[config.mk]
export PLATFORM = sky130hd
export DESIGN_NAME = uart_rx
export DESIGN_NICKNAME = d
export VERILOG_FILES = /design/src/rtl/uart_pkg.sv /design/src/rtl/uart_bit_timer.sv /design/src/rtl/uart_rx.sv
export SDC_FILE = /design/constraint.sdc
export NUM_CORES = 1
export LEC_CHECK = 0
export ABC_CLOCK_PERIOD_IN_PS = 1520
export CORE_MARGIN = 2
export CORE_UTILIZATION = 45
export CTS_CLUSTER_DIAMETER = 40
export CTS_CLUSTER_SIZE = 14
export DETAILED_ROUTE_END_ITERATION = 8
export DONT_BUFFER_PORTS = 1
export PLACE_DENSITY = 0.73
export RECOVER_POWER = 50
export SYNTH_ARGS = -nofsm -noshare
export SYNTH_HDL_FRONTEND = slang
export SYNTH_SLANG_ARGS = --single-unit
[constraint.sdc]
create_clock -name Clock -period 1.52 [get_ports Clock]
set_input_delay 0.304 -clock Clock [delete_from_list [all_inputs] [get_ports Clock]]
set_output_delay 0.304 -clock Clock [all_outputs]
set_load 0.05 [all_outputs]
[src/rtl/uart_pkg.sv]
// Shared UART definitions: receiver state encoding, frame constants and
// baud-rate divisor helpers used by both the receiver and the bit timer.
package uart_pkg;

  localparam int DATA_BITS        = 8;
  localparam int DEFAULT_CLOCK_HZ = 10_000_000;
  localparam int DEFAULT_BAUD     = 115_200;

  typedef enum logic [2:0] {
    ST_IDLE  = 3'd0,
    ST_START = 3'd1,
    ST_DATA  = 3'd2,
    ST_STOP  = 3'd3,
    ST_BREAK = 3'd4
  } rx_state_e;

  // Rounded divisor so that the bit period error stays below half a clock.
  function automatic int calc_clks_per_bit(input int clock_hz, input int baud);
    return (clock_hz + baud / 2) / baud;
  endfunction

  function automatic int calc_half_bit(input int clks_per_bit);
    return clks_per_bit / 2;
  endfunction

endpackage

[src/rtl/uart_bit_timer.sv]
// Bit-period timer: counts 0..terminal, raises tick on the terminal count and
// wraps to zero. A clear restarts the period from zero on the next cycle.
module uart_bit_timer #(
  parameter int WIDTH = 7
) (
  input  logic             Clock,
  input  logic             Reset,
  input  logic             clear,
  input  logic [WIDTH-1:0] terminal,
  output logic             tick
);

  logic [WIDTH-1:0] count_q;

  assign tick = (count_q == terminal);

  // Free-running period counter, restarted by clear or by reaching terminal.
  always_ff @(posedge Clock) begin
    if (Reset) begin
      count_q <= '0;
    end else if (clear || tick) begin
      count_q <= '0;
    end else begin
      count_q <= count_q + 1'b1;
    end
  end

endmodule

[src/rtl/uart_rx.sv]
// 8N1 UART receiver: synchronizes the serial line, finds the start bit,
// samples each bit at its middle and presents the byte with a one-cycle strobe.
//
// state | meaning
// ------+------------------------------------------------------------
// IDLE  | line idle, waiting for a low level on the synchronized input
// START | half a bit into the start bit; low confirms, high is a glitch
// DATA  | sampling 8 data bits at mid-bit, LSB first
// STOP  | sampling the stop bit; high delivers the byte, low is a frame error
// BREAK | line stuck low after a frame error, wait for it to go high
module uart_rx
  import uart_pkg::*;
#(
  parameter int CLOCK_HZ = DEFAULT_CLOCK_HZ,
  parameter int BAUD     = DEFAULT_BAUD
) (
  input  logic                 Clock,
  input  logic                 Reset,
  input  logic                 Rx_i,
  output logic [DATA_BITS-1:0] Data_o,
  output logic                 Done_o,
  output logic                 Busy_o,
  output logic                 FrameError_o
);

  localparam int CLKS_PER_BIT = calc_clks_per_bit(CLOCK_HZ, BAUD);
  localparam int HALF_BIT     = calc_half_bit(CLKS_PER_BIT);
  localparam int CNT_W        = $clog2(CLKS_PER_BIT);
  localparam int IDX_W        = $clog2(DATA_BITS);

  localparam logic [CNT_W-1:0] TC_BIT   = CNT_W'(CLKS_PER_BIT - 1);
  localparam logic [CNT_W-1:0] TC_HALF  = CNT_W'(HALF_BIT - 1);
  localparam logic [IDX_W-1:0] LAST_IDX = IDX_W'(DATA_BITS - 1);

  logic rx_meta;
  logic rx_sync;

  rx_state_e state_q, state_d;
  logic [DATA_BITS-1:0] shift_q, shift_d;
  logic [IDX_W-1:0]     bit_idx_q, bit_idx_d;
  logic [DATA_BITS-1:0] data_q, data_d;
  logic                 done_q, done_d;
  logic                 ferr_q, ferr_d;
  logic                 busy_q, busy_d;

  logic             timer_clear;
  logic [CNT_W-1:0] timer_term;
  logic             tick;

  // Two-flop synchronizer; resets to the idle (high) line level.
  always_ff @(posedge Clock) begin
    if (Reset) begin
      rx_meta <= 1'b1;
      rx_sync <= 1'b1;
    end else begin
      rx_meta <= Rx_i;
      rx_sync <= rx_meta;
    end
  end

  // The start state only waits half a bit so later ticks land mid-bit.
  assign timer_term = (state_q == ST_START) ? TC_HALF : TC_BIT;

  uart_bit_timer #(
    .WIDTH (CNT_W)
  ) u_bit_timer (
    .Clock    (Clock),
    .Reset    (Reset),
    .clear    (timer_clear),
    .terminal (timer_term),
    .tick     (tick)
  );

  // State and datapath registers.
  always_ff @(posedge Clock) begin
    if (Reset) begin
      state_q   <= ST_IDLE;
      shift_q   <= '0;
      bit_idx_q <= '0;
      data_q    <= '0;
      done_q    <= 1'b0;
      ferr_q    <= 1'b0;
      busy_q    <= 1'b0;
    end else begin
      state_q   <= state_d;
      shift_q   <= shift_d;
      bit_idx_q <= bit_idx_d;
      data_q    <= data_d;
      done_q    <= done_d;
      ferr_q    <= ferr_d;
      busy_q    <= busy_d;
    end
  end

  // Next-state and next-output logic; strobes default low every cycle.
  always_comb begin
    state_d   = state_q;
    shift_d   = shift_q;
    bit_idx_d = bit_idx_q;
    data_d    = data_q;
    done_d    = 1'b0;
    ferr_d    = 1'b0;
    busy_d    = busy_q;

    case (state_q)
      ST_IDLE: begin
        // Level detect: a line that is low out of reset also starts a frame.
        if (!rx_sync) begin
          state_d = ST_START;
          busy_d  = 1'b1;
        end
      end

      ST_START: begin
        if (tick) begin
          if (!rx_sync) begin
            state_d   = ST_DATA;
            bit_idx_d = '0;
          end else begin
            state_d = ST_IDLE;
            busy_d  = 1'b0;
          end
        end
      end

      ST_DATA: begin
        if (tick) begin
          shift_d = {rx_sync, shift_q[DATA_BITS-1:1]};
          if (bit_idx_q == LAST_IDX) begin
            state_d = ST_STOP;
          end else begin
            bit_idx_d = bit_idx_q + 1'b1;
          end
        end
      end

      ST_STOP: begin
        // Returning to IDLE at mid-stop lets a back-to-back start bit be caught.
        if (tick) begin
          if (rx_sync) begin
            data_d  = shift_q;
            done_d  = 1'b1;
            state_d = ST_IDLE;
            busy_d  = 1'b0;
          end else begin
            ferr_d  = 1'b1;
            state_d = ST_BREAK;
          end
        end
      end

      ST_BREAK: begin
        if (rx_sync) begin
          state_d = ST_IDLE;
          busy_d  = 1'b0;
        end
      end

      default: begin
        state_d = ST_IDLE;
        busy_d  = 1'b0;
      end
    endcase

    timer_clear = (state_d != state_q);
  end

  assign Data_o       = data_q;
  assign Done_o       = done_q;
  assign Busy_o       = busy_q;
  assign FrameError_o = ferr_q;

endmodule

==> impl_table.tex <==
\begin{tabular}{lr}
\hline
Metric & Value \\
\hline
\multicolumn{2}{l}{\textbf{Outcome}} \\
\quad Run status & complete, no violations \\
\multicolumn{2}{l}{\textbf{Layout}} \\
\quad Number of inserted filler cells in the final layout & about 280 \\
\quad Share of layout cells above drive strength 1 & around 28\% \\
\quad Number of diodes & 0 \\
\quad Layout net count & 172 \\
\quad Area Growth Syn to Fin & 19.9\% \\
\multicolumn{2}{l}{\textbf{Synth}} \\
\quad Post-Synthesis Cells & 147 \\
\quad Net Count, Synth & 154 \\
\quad Synth area leaders & dfxtp\_1, mux2i\_1, nor2\_1 \\
\quad Mean instance size in the synthesized netlist & roughly 9.8 sq um \\
\quad Sequential share of the synthesized area & 47.0\% \\
\quad Top cell type by total area after synthesis & dfxtp\_1 \\
\quad Post-synthesis cell type count & 37 \\
\quad Number of synthesized register bits & 34 \\
\quad Cell area after synthesis & 0.00145 sq mm \\
\quad Number of warnings reported in the yosys synthesis log & 0 \\
\quad Yosys top cell area share & 47.0\% \\
\multicolumn{2}{l}{\textbf{Floorplanning}} \\
\quad Total die area & 0.00369 sq mm \\
\quad Die extent in x & 60.7 microns \\
\quad DIE HEIGHT & $\sim$61 microns \\
\quad Cell Rows & 20 \\
\quad Number of top-level design ports & 14 \\
\quad Core ar. & 0.00305 sq mm \\
\quad Effective utilization at floorplan & 47.4\% \\
\multicolumn{2}{l}{\textbf{STA}} \\
\quad Hold\_ws & 0.0491 ns \\
\quad Max Clock Skew & approximately 0.0073 ns \\
\quad Final setup violation count & 0 \\
\quad RSZ-0062 raised after global routing & true \\
\quad Relative slew slack & 63.8\% \\
\quad Number of hold violations in the final report & 0 \\
\quad PnR worst setup slack & 0.0200 ns \\
\quad Time the final worst path needs with I/O delays and setup & 1.50 ns \\
\quad Share of the clock period used by the worst path & between 90\% and 100\% \\
\quad Number of max-slew violations in the final report & 0 \\
\quad Transition time of the tightest slew-check pin & 0.542 ns \\
\quad Max Freq & 0.667 GHz \\
\multicolumn{2}{l}{\textbf{Clock tree}} \\
\quad Hold bufs inserted after CTS & 0 \\
\quad Worst-skew pair later-pin latency & 0.32 ns \\
\quad Clk pin slew, worst setup/hold paths & 0.10 ns \\
\quad Total clock sinks & 34 \\
\quad Number of H-tree levels & 2 \\
\quad CTS tree & yes \\
\quad Clock tree root buffer cell & clkbuf\_4 \\
\quad Cts bufs inserted & 5 \\
\quad Max Root-Sink Buffers & 2 \\
\multicolumn{2}{l}{\textbf{Route}} \\
\quad DR WL/cell & between 10 and 15 microns \\
\quad Residual DRC & 0 \\
\quad Post-detailed-route count of antenna-violating nets & 0 \\
\quad Total number of vias & 1072 \\
\quad Detailed Route Iter0 Violations & 38 \\
\quad Via density per instance & 5.10 \\
\quad Detailed-router iteration count before antenna repair & 4 \\
\quad Final routed wirelength across all metal layers & around 2.7 mm \\
\multicolumn{2}{l}{\textbf{Placed design}} \\
\quad HPWL after detailed placement & 1.93 mm \\
\quad Worst setup slack before clock tree synthesis & -0.0629 ns \\
\quad Input/output buffers & 0 \\
\quad Placer Congestion & slightly below 0.9 \\
\multicolumn{2}{l}{\textbf{GRT}} \\
\quad Maximum number of pins on one net before global-route repair & 29 \\
\quad All-Layer GR Usage & 15.9\% \\
\quad Wire length of the first global-routing pass & 4.39 mm \\
\quad Overflow left after global routing & 0 \\
\quad Number of antenna violations at the first check in global routing & 0 \\
\quad Via count of the first global-routing pass & 1015 \\
\multicolumn{2}{l}{\textbf{Power}} \\
\quad Leakage power & about 0.81 nW \\
\quad Peak supply drop & roughly 0.00061 V \\
\quad Cell Pwr Density & 866 mW/mm\^{}2 \\
\multicolumn{2}{l}{\textbf{Setup path}} \\
\quad Maximum fanout along the worst path & 7 \\
\quad Worst Path Class, Setup & flop to flop \\
\quad Setup crit start kind & flop \\
\quad Worst Path Arrival & 1.75 ns \\
\quad CP Capture Type & flop \\
\quad CP required & roughly 1.8 ns \\
\multicolumn{2}{l}{\textbf{Run}} \\
\quad Max-cap check violation count & 0 \\
\multicolumn{2}{l}{\textbf{Worst hold path}} \\
\quad Hold Path Class & primary input to flop \\
\hline
\end{tabular}
power by group:
group / leakage [nW] / internal, W / switching [W] / total, W
combinational: 0.494 / 0.0000394 / 0.0000363 / 0.0000758
clock: 0.0343 / 0.000222 / 0.000288 / 0.000511
sequential: 0.278 / 0.000903 / 0.0000125 / 0.000916
total: 0.806 / 0.00116 / 0.000337 / 0.00150
registers in the layout (all words and copies together), names as in the netlist:
register / count
Busy_o: 1
bit_idx_q: 3
u_bit_timer.count_q: 7
Done_o: 1
shift_q: 8
FrameError_o: 1
rx_meta: 1
rx_sync: 1
state_q: 3
Data_o: 8
worst paths after layout:
| kind | startpoint | to | slack (ns) | depth (start not counted) |
|---|---|---|---|---|
| max | state_q[2]$_SDFF_PP0_ | u_bit_timer.count_q[5]$_SDFF_PP0_ | 0.02 | 4 |
| min | Reset | Done_o$_SDFF_PP0_ | 0.05 | 1 |
| max reg2reg | state_q[2]$_SDFF_PP0_ | u_bit_timer.count_q[5]$_SDFF_PP0_ | 0.02 | 4 |
| min reg2reg | rx_meta$_SDFF_PP1_ | rx_sync$_SDFF_PP1_ | 0.43 | 1 |
final cells by class:
cell class,count,area [sq um],share of cell area [%]
Clock buffer,6,51.3,2.96
Clock inverter,2,12.5,0.721
Inverter,3,11.3,0.649
Multi-Input combinational cell,103,763,44.0
Sequential cell,34,688,39.7
Tap cell,44,55.1,3.17
Timing Repair Buffer,18,154,8.87
worst max-delay path: stages, from the launching register on:
cell and delay [ns]:
dfxtp_1 0.48, inv_1 0.15, xnor2_1 0.17, a2111o_1 0.51
nor2_1 0.13
placed cells by master, fill, tap and decap left out, types with 2 or more instances in the layout:
cell and count:
dfxtp_1 28, mux2i_1 18, nand4_1 2, xnor2_1 4, ha_2 2, dfxtp_2 6
and3_1 3, nand3_1 5, nand2b_1 5, or2_2 3, nand2_1 4, a21oi_1 2
nor2_1 28, inv_1 2, xor2_1 2, clkbuf_4 5, clkbuf_2 2, buf_6 3
buf_4 12
synth_stat cells:
master,instances
a211o_1,1
maj3_1,1
and3_4,1
inv_1,3
ha_1,4
nor3b_1,2
nor2_1,28
clkbuf_2,1
or2_2,3
a21oi_1,2
o2111ai_1,1
xor2_1,2
a31oi_1,1
or3_1,1
a221oi_1,1
and4bb_1,2
a41o_1,1
clkbuf_1,3
mux2i_1,19
and4_1,1
nand4b_1,1
buf_2,3
and3_1,3
nor3_1,1
nand2_1,4
a211oi_1,1
xnor2_1,4
nand4_2,1
nor3_2,1
nand3_1,5
nand4_1,2
a2111o_1,1
nand2b_1,5
nor2b_1,1
dfxtp_1,34
and4b_1,1
o21ai_0,1
repair_timing:
action | 4_1_cts | 5_1_grt
pin swaps | 7 | 5
setup endpoints to repair | 10 | 15
gates resized for setup | 13 | 6
gates cloned | 0 | 1
setup buffers | 4 | 1
per-layer routing:
metal	share of wire, %	global-route usage, %	vias to the layer above
li1	-	-	546
met1	46	19.6	507
met2	49	25.8	15
met3	3.5	5.76	4
met4	1.2	4.97	0
met5	0	0	-
metrics by stage:
stage	instances	setup TNS (ns)	area [sq um]	total power [W]	utilization [%]
3_3_place_gp	196	0	1580	0.000997	51.6
5_1_grt	210	-0.346	1740	0.00156	56.8
6_report	210	0	1740	0.00150	56.8
3_5_place_dp	196	-0.366	1580	0.00100	51.6
4_1_cts	208	-0.0461	1700	0.00151	55.8
2_1_floorplan	147	0	1450	0.000984	-
cells by family after synthesis:
group,after synthesis,share of synthesized area [%]
AO/OA/AOI/OAI,10,5.27
XOR/XNOR,6,3.63
adder cells (fa/ha/maj),5,4.15
buffers and inverters,10,2.94
flip-flops,34,47.0
multiplexers,19,13.1
AND/OR/NAND/NOR,63,23.9
No activity file was read; power rests on OpenSTA's default activity.
